**src/rtl/regfile_pkg.sv**
```systemverilog
// ---------------------------------------------------------------------------
// regfile_pkg
// Shared parameters and types for the 32-entry MIPS general-purpose register
// file (reg_file32) and its post-reset clear sequencer (regfile_clear_ctrl).
//
// Contents:
//   DATA_W    register width
//   ADDR_W    register index width
//   NUM_REGS  number of architectural registers (2**ADDR_W)
//   ZERO_REG  hard-wired zero register index
//   LAST_IDX  highest register index, used to terminate the clear sweep
//   state_e   clear sequencer states {CLEAR, READY}
//   is_zero_reg() helper that flags accesses to the hard-wired zero register
// ---------------------------------------------------------------------------
package regfile_pkg;

  localparam int unsigned DATA_W   = 32;
  localparam int unsigned ADDR_W   = 5;
  localparam int unsigned NUM_REGS = 32;
  localparam int unsigned ZERO_REG = 0;

  localparam logic [ADDR_W-1:0] ZERO_IDX = ADDR_W'(ZERO_REG);
  localparam logic [ADDR_W-1:0] LAST_IDX = ADDR_W'(NUM_REGS - 1);
  localparam logic [ADDR_W-1:0] FIRST_CLR_IDX = ADDR_W'(1);

  typedef enum logic [0:0] {
    CLEAR = 1'b0,
    READY = 1'b1
  } state_e;

  // True when the index addresses the hard-wired zero register.
  function automatic logic is_zero_reg(input logic [ADDR_W-1:0] idx);
    return (idx == ZERO_IDX);
  endfunction

endpackage : regfile_pkg

```
**src/rtl/regfile_clear_ctrl.sv**
```systemverilog
// ---------------------------------------------------------------------------
// regfile_clear_ctrl
// Post-reset clear sequencer for reg_file32. After reset it sweeps entries
// 1..NUM_REGS-1, one per rising edge, requesting a zero write to each. The
// edge that clears the last entry moves the FSM to READY, which is absorbing
// until the next reset. Entry 0 is never visited because it has no storage.
//
// Ports:
//   i_clk       rising-edge clock
//   i_rst_n     asynchronous active-low reset; restarts the sweep at entry 1
//   o_clr_we    high while the sweep is writing zeros (CLEAR state)
//   o_clr_addr  entry being cleared on the current edge
//   o_ready     high once every entry has been cleared
// ---------------------------------------------------------------------------
module regfile_clear_ctrl
  import regfile_pkg::*;
(
  input  logic              i_clk,
  input  logic              i_rst_n,
  output logic              o_clr_we,
  output logic [ADDR_W-1:0] o_clr_addr,
  output logic              o_ready
);

  state_e            state_q;
  logic [ADDR_W-1:0] cnt_q;
  logic              clr_we_q;
  logic              ready_q;

  // Clear FSM: state, sweep counter and both status outputs are registered
  // together so clr_we and ready always change on the same edge.
  always_ff @(posedge i_clk or negedge i_rst_n) begin
    if (!i_rst_n) begin
      state_q  <= CLEAR;
      cnt_q    <= FIRST_CLR_IDX;
      clr_we_q <= 1'b1;
      ready_q  <= 1'b0;
    end else begin
      case (state_q)
        CLEAR: begin
          if (cnt_q == LAST_IDX) begin
            // Last entry is cleared on this edge; hand over to the datapath.
            state_q  <= READY;
            cnt_q    <= cnt_q;
            clr_we_q <= 1'b0;
            ready_q  <= 1'b1;
          end else begin
            state_q  <= CLEAR;
            cnt_q    <= cnt_q + ADDR_W'(1);
            clr_we_q <= 1'b1;
            ready_q  <= 1'b0;
          end
        end
        READY: begin
          state_q  <= READY;
          cnt_q    <= cnt_q;
          clr_we_q <= 1'b0;
          ready_q  <= 1'b1;
        end
        default: begin
          // Unreachable encoding: fall back to a fresh clear sweep.
          state_q  <= CLEAR;
          cnt_q    <= FIRST_CLR_IDX;
          clr_we_q <= 1'b1;
          ready_q  <= 1'b0;
        end
      endcase
    end
  end

  assign o_clr_we   = clr_we_q;
  assign o_clr_addr = cnt_q;
  assign o_ready    = ready_q;

endmodule : regfile_clear_ctrl

```
**src/rtl/reg_file32.sv**
```systemverilog
// ---------------------------------------------------------------------------
// reg_file32
// General-purpose register file for the single-cycle MIPS datapath: two
// combinational read ports (rs -> ALU A operand, rt -> B-operand mux) and one
// synchronous write port fed by writeback. After reset the array is swept to
// zero by regfile_clear_ctrl; until o_ready rises, reads return 0 and
// external writes are dropped. Register 0 always reads 0 and has no storage.
//
// Optional feature (compile-time macro REGFILE_BYPASS_EN):
//   defined   -> write-first bypass: in READY, a read whose index matches an
//                accepted write (i_wr_en=1, i_wr_addr!=0) returns i_wr_data in
//                the same cycle.
//   undefined -> read-before-write: the new value is visible the cycle after
//                the write edge.
//
// Ports:
//   i_clk      rising-edge clock
//   i_rst_n    asynchronous active-low reset
//   i_rs_addr  read port A index
//   i_rt_addr  read port B index
//   o_rs_data  read port A data
//   o_rt_data  read port B data
//   i_wr_en    write strobe
//   i_wr_addr  write index
//   i_wr_data  write data
//   o_ready    high once the post-reset clear is complete
// ---------------------------------------------------------------------------
module reg_file32
  import regfile_pkg::*;
(
  input  logic              i_clk,
  input  logic              i_rst_n,
  input  logic [ADDR_W-1:0] i_rs_addr,
  input  logic [ADDR_W-1:0] i_rt_addr,
  output logic [DATA_W-1:0] o_rs_data,
  output logic [DATA_W-1:0] o_rt_data,
  input  logic              i_wr_en,
  input  logic [ADDR_W-1:0] i_wr_addr,
  input  logic [DATA_W-1:0] i_wr_data,
  output logic              o_ready
);

  logic              clr_we_s;
  logic [ADDR_W-1:0] clr_addr_s;
  logic              ready_s;

  regfile_clear_ctrl u_clear_ctrl (
    .i_clk      (i_clk),
    .i_rst_n    (i_rst_n),
    .o_clr_we   (clr_we_s),
    .o_clr_addr (clr_addr_s),
    .o_ready    (ready_s)
  );

  assign o_ready = ready_s;

  // Entry 0 is declared only to keep indexing uniform; it is never written
  // and never read out, so synthesis removes it.
  logic [DATA_W-1:0] mem_q [NUM_REGS];

  logic              ext_wr_ok_s;
  logic              wr_we_d;
  logic [ADDR_W-1:0] wr_addr_d;
  logic [DATA_W-1:0] wr_data_d;

  assign ext_wr_ok_s = ready_s && i_wr_en && !is_zero_reg(i_wr_addr);

  // Write-port mux: the clear sweep owns the port until ready; afterwards
  // only accepted external writes reach the array.
  always_comb begin
    wr_we_d   = 1'b0;
    wr_addr_d = '0;
    wr_data_d = '0;
    if (clr_we_s) begin
      wr_we_d   = 1'b1;
      wr_addr_d = clr_addr_s;
      wr_data_d = '0;
    end else if (ext_wr_ok_s) begin
      wr_we_d   = 1'b1;
      wr_addr_d = i_wr_addr;
      wr_data_d = i_wr_data;
    end else begin
      wr_we_d   = 1'b0;
      wr_addr_d = '0;
      wr_data_d = '0;
    end
  end

  // Storage array: no reset, contents are established by the clear sweep.
  always_ff @(posedge i_clk) begin
    if (wr_we_d) begin
      mem_q[wr_addr_d] <= wr_data_d;
    end
  end

  logic rs_hit_s;
  logic rt_hit_s;

`ifdef REGFILE_BYPASS_EN
  // ext_wr_ok_s already excludes CLEAR and register 0.
  assign rs_hit_s = ext_wr_ok_s && (i_wr_addr == i_rs_addr);
  assign rt_hit_s = ext_wr_ok_s && (i_wr_addr == i_rt_addr);
`else
  assign rs_hit_s = 1'b0;
  assign rt_hit_s = 1'b0;
`endif

  // Read port A: zero while clearing or for r0, else bypass or stored value.
  always_comb begin
    o_rs_data = '0;
    if (!ready_s || is_zero_reg(i_rs_addr)) begin
      o_rs_data = '0;
    end else if (rs_hit_s) begin
      o_rs_data = i_wr_data;
    end else begin
      o_rs_data = mem_q[i_rs_addr];
    end
  end

  // Read port B: same masking and bypass rules as port A.
  always_comb begin
    o_rt_data = '0;
    if (!ready_s || is_zero_reg(i_rt_addr)) begin
      o_rt_data = '0;
    end else if (rt_hit_s) begin
      o_rt_data = i_wr_data;
    end else begin
      o_rt_data = mem_q[i_rt_addr];
    end
  end

endmodule : reg_file32

```
**config.mk**
```make
export PLATFORM = sky130hd
export DESIGN_NAME = reg_file32
export DESIGN_NICKNAME = d
export VERILOG_FILES = /design/src/rtl/regfile_pkg.sv /design/src/rtl/regfile_clear_ctrl.sv /design/src/rtl/reg_file32.sv
export SDC_FILE = /design/constraint.sdc
export NUM_CORES = 1
export LEC_CHECK = 0
export CAP_MARGIN = 20
export CORE_ASPECT_RATIO = 0.7
export CORE_MARGIN = 2
export CORE_UTILIZATION = 50
export CTS_CLUSTER_DIAMETER = 200
export DETAILED_ROUTE_END_ITERATION = 16
export PLACE_DENSITY_LB_ADDON = 0.15
export SKIP_CTS_REPAIR_TIMING = 1
export SLEW_MARGIN = 0
export SYNTH_ARGS = -nofsm -noshare
export SYNTH_HDL_FRONTEND = slang
export SYNTH_SLANG_ARGS = --single-unit
```
**constraint.sdc**
```tcl
create_clock -name i_clk -period 7.9 [get_ports i_clk]
set_clock_uncertainty 0.2 [all_clocks]
set_input_delay 0.79 -clock i_clk [delete_from_list [all_inputs] [get_ports i_clk]]
set_output_delay 0.79 -clock i_clk [all_outputs]
set_load 0.05 [all_outputs]
```
==> results.json <==
{
  "outcome": "finished clean",
  "leakagePower_nw": 19.7,
  "htree_num_levels": 3,
  "synth_fp_nets": 2915,
  "worst_pin_slew_ns": 1.21,
  "fmaxAchievable_ghz": 0.172,
  "ys_dominant_reg_cell": "edfxtp_1",
  "core_um2": 95800,
  "async_flop_share": 0.00679,
  "cp-start-kind": "primary input",
  "dieWidth_um": 375,
  "vdd_drop_max_v": 0.000198,
  "syn_avg_cell_area_um2": 16.9,
  "path_max_fanout": 52,
  "die-area_um2": 99100,
  "ys_seq_area_frac": 0.641,
  "syn2layout_area_growth_pct": 12.9,
  "finalPower_mw": 12.3,
  "yosys.cell_types.count": 44,
  "remaining_drc_errors": 0,
  "finalHoldViolations": 0,
  "grt_pass1_wl_um": 233000,
  "dp_hpwl_um": 97200,
  "grt_antenna_before_repair": 8,
  "cts.sinks": 1031,
  "relSlewSlack": 0.191,
  "setup_viol": 0,
  "period_share": 0.737,
  "rsz0062_at_grt": "false",
  "finish.utilization": 0.569,
  "cts_buffer_depth": 3,
  "reg2regPathDepth": 6,
  "layout_setup_ws_ns": 2.07,
  "pre_cts_ws_ns": 2.31,
  "power-per-cell-area_nw_per_um2": 226,
  "drt_iter0_drc": 5554,
  "cts_root_buffer": "clkbuf_16",
  "layout.nets": 2999,
  "period_minus_slack_ns": 5.83,
  "drtPass1Iterations": 6,
  "clk_pin_slew_ns": 0.06,
  "yosysTopAreaCell": "edfxtp_1",
  "io_pins": 115,
  "clk_latency_ns": 0.70,
  "grt_pass1_vias": 30263,
  "wire_per_inst_um": 39.3,
  "rows": 95,
  "place_congestion": 0.859,
  "synthCells": 2863,
  "grt_max_degree": 101,
  "cts_tree": "done",
  "critPathCaptureType": "primary output",
  "yosysWarnings": 0,
  "hold_path_class": "primary input to asynchronous set/reset pin",
  "fin_hold_ws_ns": 0.144,
  "grt_overflow_total": 0,
  "max_cap_violations": 0,
  "drive_gt1_frac": 0.188,
  "synth_edf_count": 1024,
  "drv_slew": 0,
  "syn_area_um2": 48300,
  "synth_area_leaders": "edfxtp_1 64%, mux4_2 12%, mux2i_1 11%, a22oi_1 3.9%, nand3_1 1.6%",
  "cp.arrival_ns": 4.84,
  "crit_type": "primary input to primary output",
  "antenna_left": 0,
  "vias": 31137,
  "initial_core_util": 0.504,
  "detail_route.vias_per_cell": 7.25,
  "yosysMostFrequentCell": "edfxtp_1",
  "fp.dieH_um": 264,
  "ys_ff_latch": 1031,
  "cp.required_ns": 6.91,
  "finalSetupTns_ns": 0,
  "cts_buffers": 101,
  "port_buffers": 114,
  "yosys-top-cells-count": "1,024 x edfxtp_1, 520 x mux2i_1, 252 x mux4_2, 249 x a22oi_1, 152 x nand3_1",
  "wirelength_um": 169000,
  "yosys.area.top_type_share": 0.637,
  "track_usage": 0.338
}
[sequential cells by signal, summed over array words and instances (netlist names)]
| register | count |
|---|---|
| mem_q | 1024 |
| u_clear_ctrl.o_clr_addr | 5 |
| u_clear_ctrl.o_clr_we | 1 |
| u_clear_ctrl.state_q | 1 |
[path summary, 6_finish.rpt]
| check | end | slack [ns] | start |
|---|---|---|---|
| max | o_rs_data[17] | 2.07 | i_rs_addr[1] |
| min | u_clear_ctrl.o_clr_addr[4] | 0.14 | i_rst_n |
| max reg2reg | mem_q[5][17] | 4.27 | u_clear_ctrl.state_q |
| min reg2reg | u_clear_ctrl.o_clr_addr[3] | 0.32 | u_clear_ctrl.o_clr_addr[3] |
| max in group asynchronous | u_clear_ctrl.o_clr_addr[0] | 7.07 | i_rst_n |
| min in group i_clk | u_clear_ctrl.o_clr_addr[3] | 0.32 | u_clear_ctrl.o_clr_addr[3] |
[per-stage QoR]
| stage | cells | instance area, µm² |
|---|---|---|
| 5_1_grt | 4291 | 54500 |
| 3_3_place_gp | 4091 | 50800 |
| 4_1_cts | 4277 | 54200 |
| 2_1_floorplan | 2863 | 48300 |
| 6_report | 4294 | 54500 |
| 3_5_place_dp | 4091 | 50800 |
[layout make-up]
cell class | count | area (µm²)
Inverter | 1 | 3.75
Timing Repair Buffer | 212 | 2160
Tap cell | 1261 | 1580
Clock buffer | 121 | 2670
Multi-Input combinational cell | 1600 | 16400
Sequential cell | 1031 | 30900
Clock inverter | 65 | 734
Antenna cell | 3 | 7.51
Fill cell | 7218 | 41300
[logic make-up (layout without fill, tap and decap cells)]
family,count (synthesis),in the layout,share of synthesized area
flip-flops,1031,1031,0.641
multiplexers,774,774,0.226
AND/OR/NAND/NOR,423,423,0.0457
AO/OA/AOI/OAI,398,398,0.0590
buffers and inverters,232,399,0.0276
XOR/XNOR,3,3,0.000545
adder cells (fa/ha/maj),2,2,0.000518
other,0,3,0
[critical path, cell delays in order]
cell	delay, ns
buf_8	0.40
buf_4	0.89
mux4_2	0.42
a22o_1	0.27
a31oi_1	0.47
nand4_1	0.62
clkdlybuf4s50_1	0.89
[cells in the final DEF (no fill, tap or decap), drive strengths merged, types with 45 or more instances in the layout]
master | synthesis | final
nor2 | 45 | 45
clkbuf | 79 | 124
a21oi | 53 | 53
clkdlybuf4s50 | 0 | 108
nand3 | 152 | 152
mux2i | 520 | 520
edfxtp | 1024 | 1024
a22oi | 249 | 249
nand2 | 75 | 75
buf | 152 | 101
nand4 | 67 | 67
mux4 | 252 | 252
[metal layers]
layer	track usage	share of wire	vias up
met2	0.474	0.42	2511
met4	0.120	0.042	8
met5	0	0.00032	-
li1	-	-	12069
met3	0.108	0.15	430
met1	0.496	0.39	16119
[power breakdown]
group / switching [mW] / internal (mW)
registers: 0.00291 / 6.04
logic: 0.840 / 0.376
clock network: 2.15 / 2.90
Power figures use the tool's default switching activity.
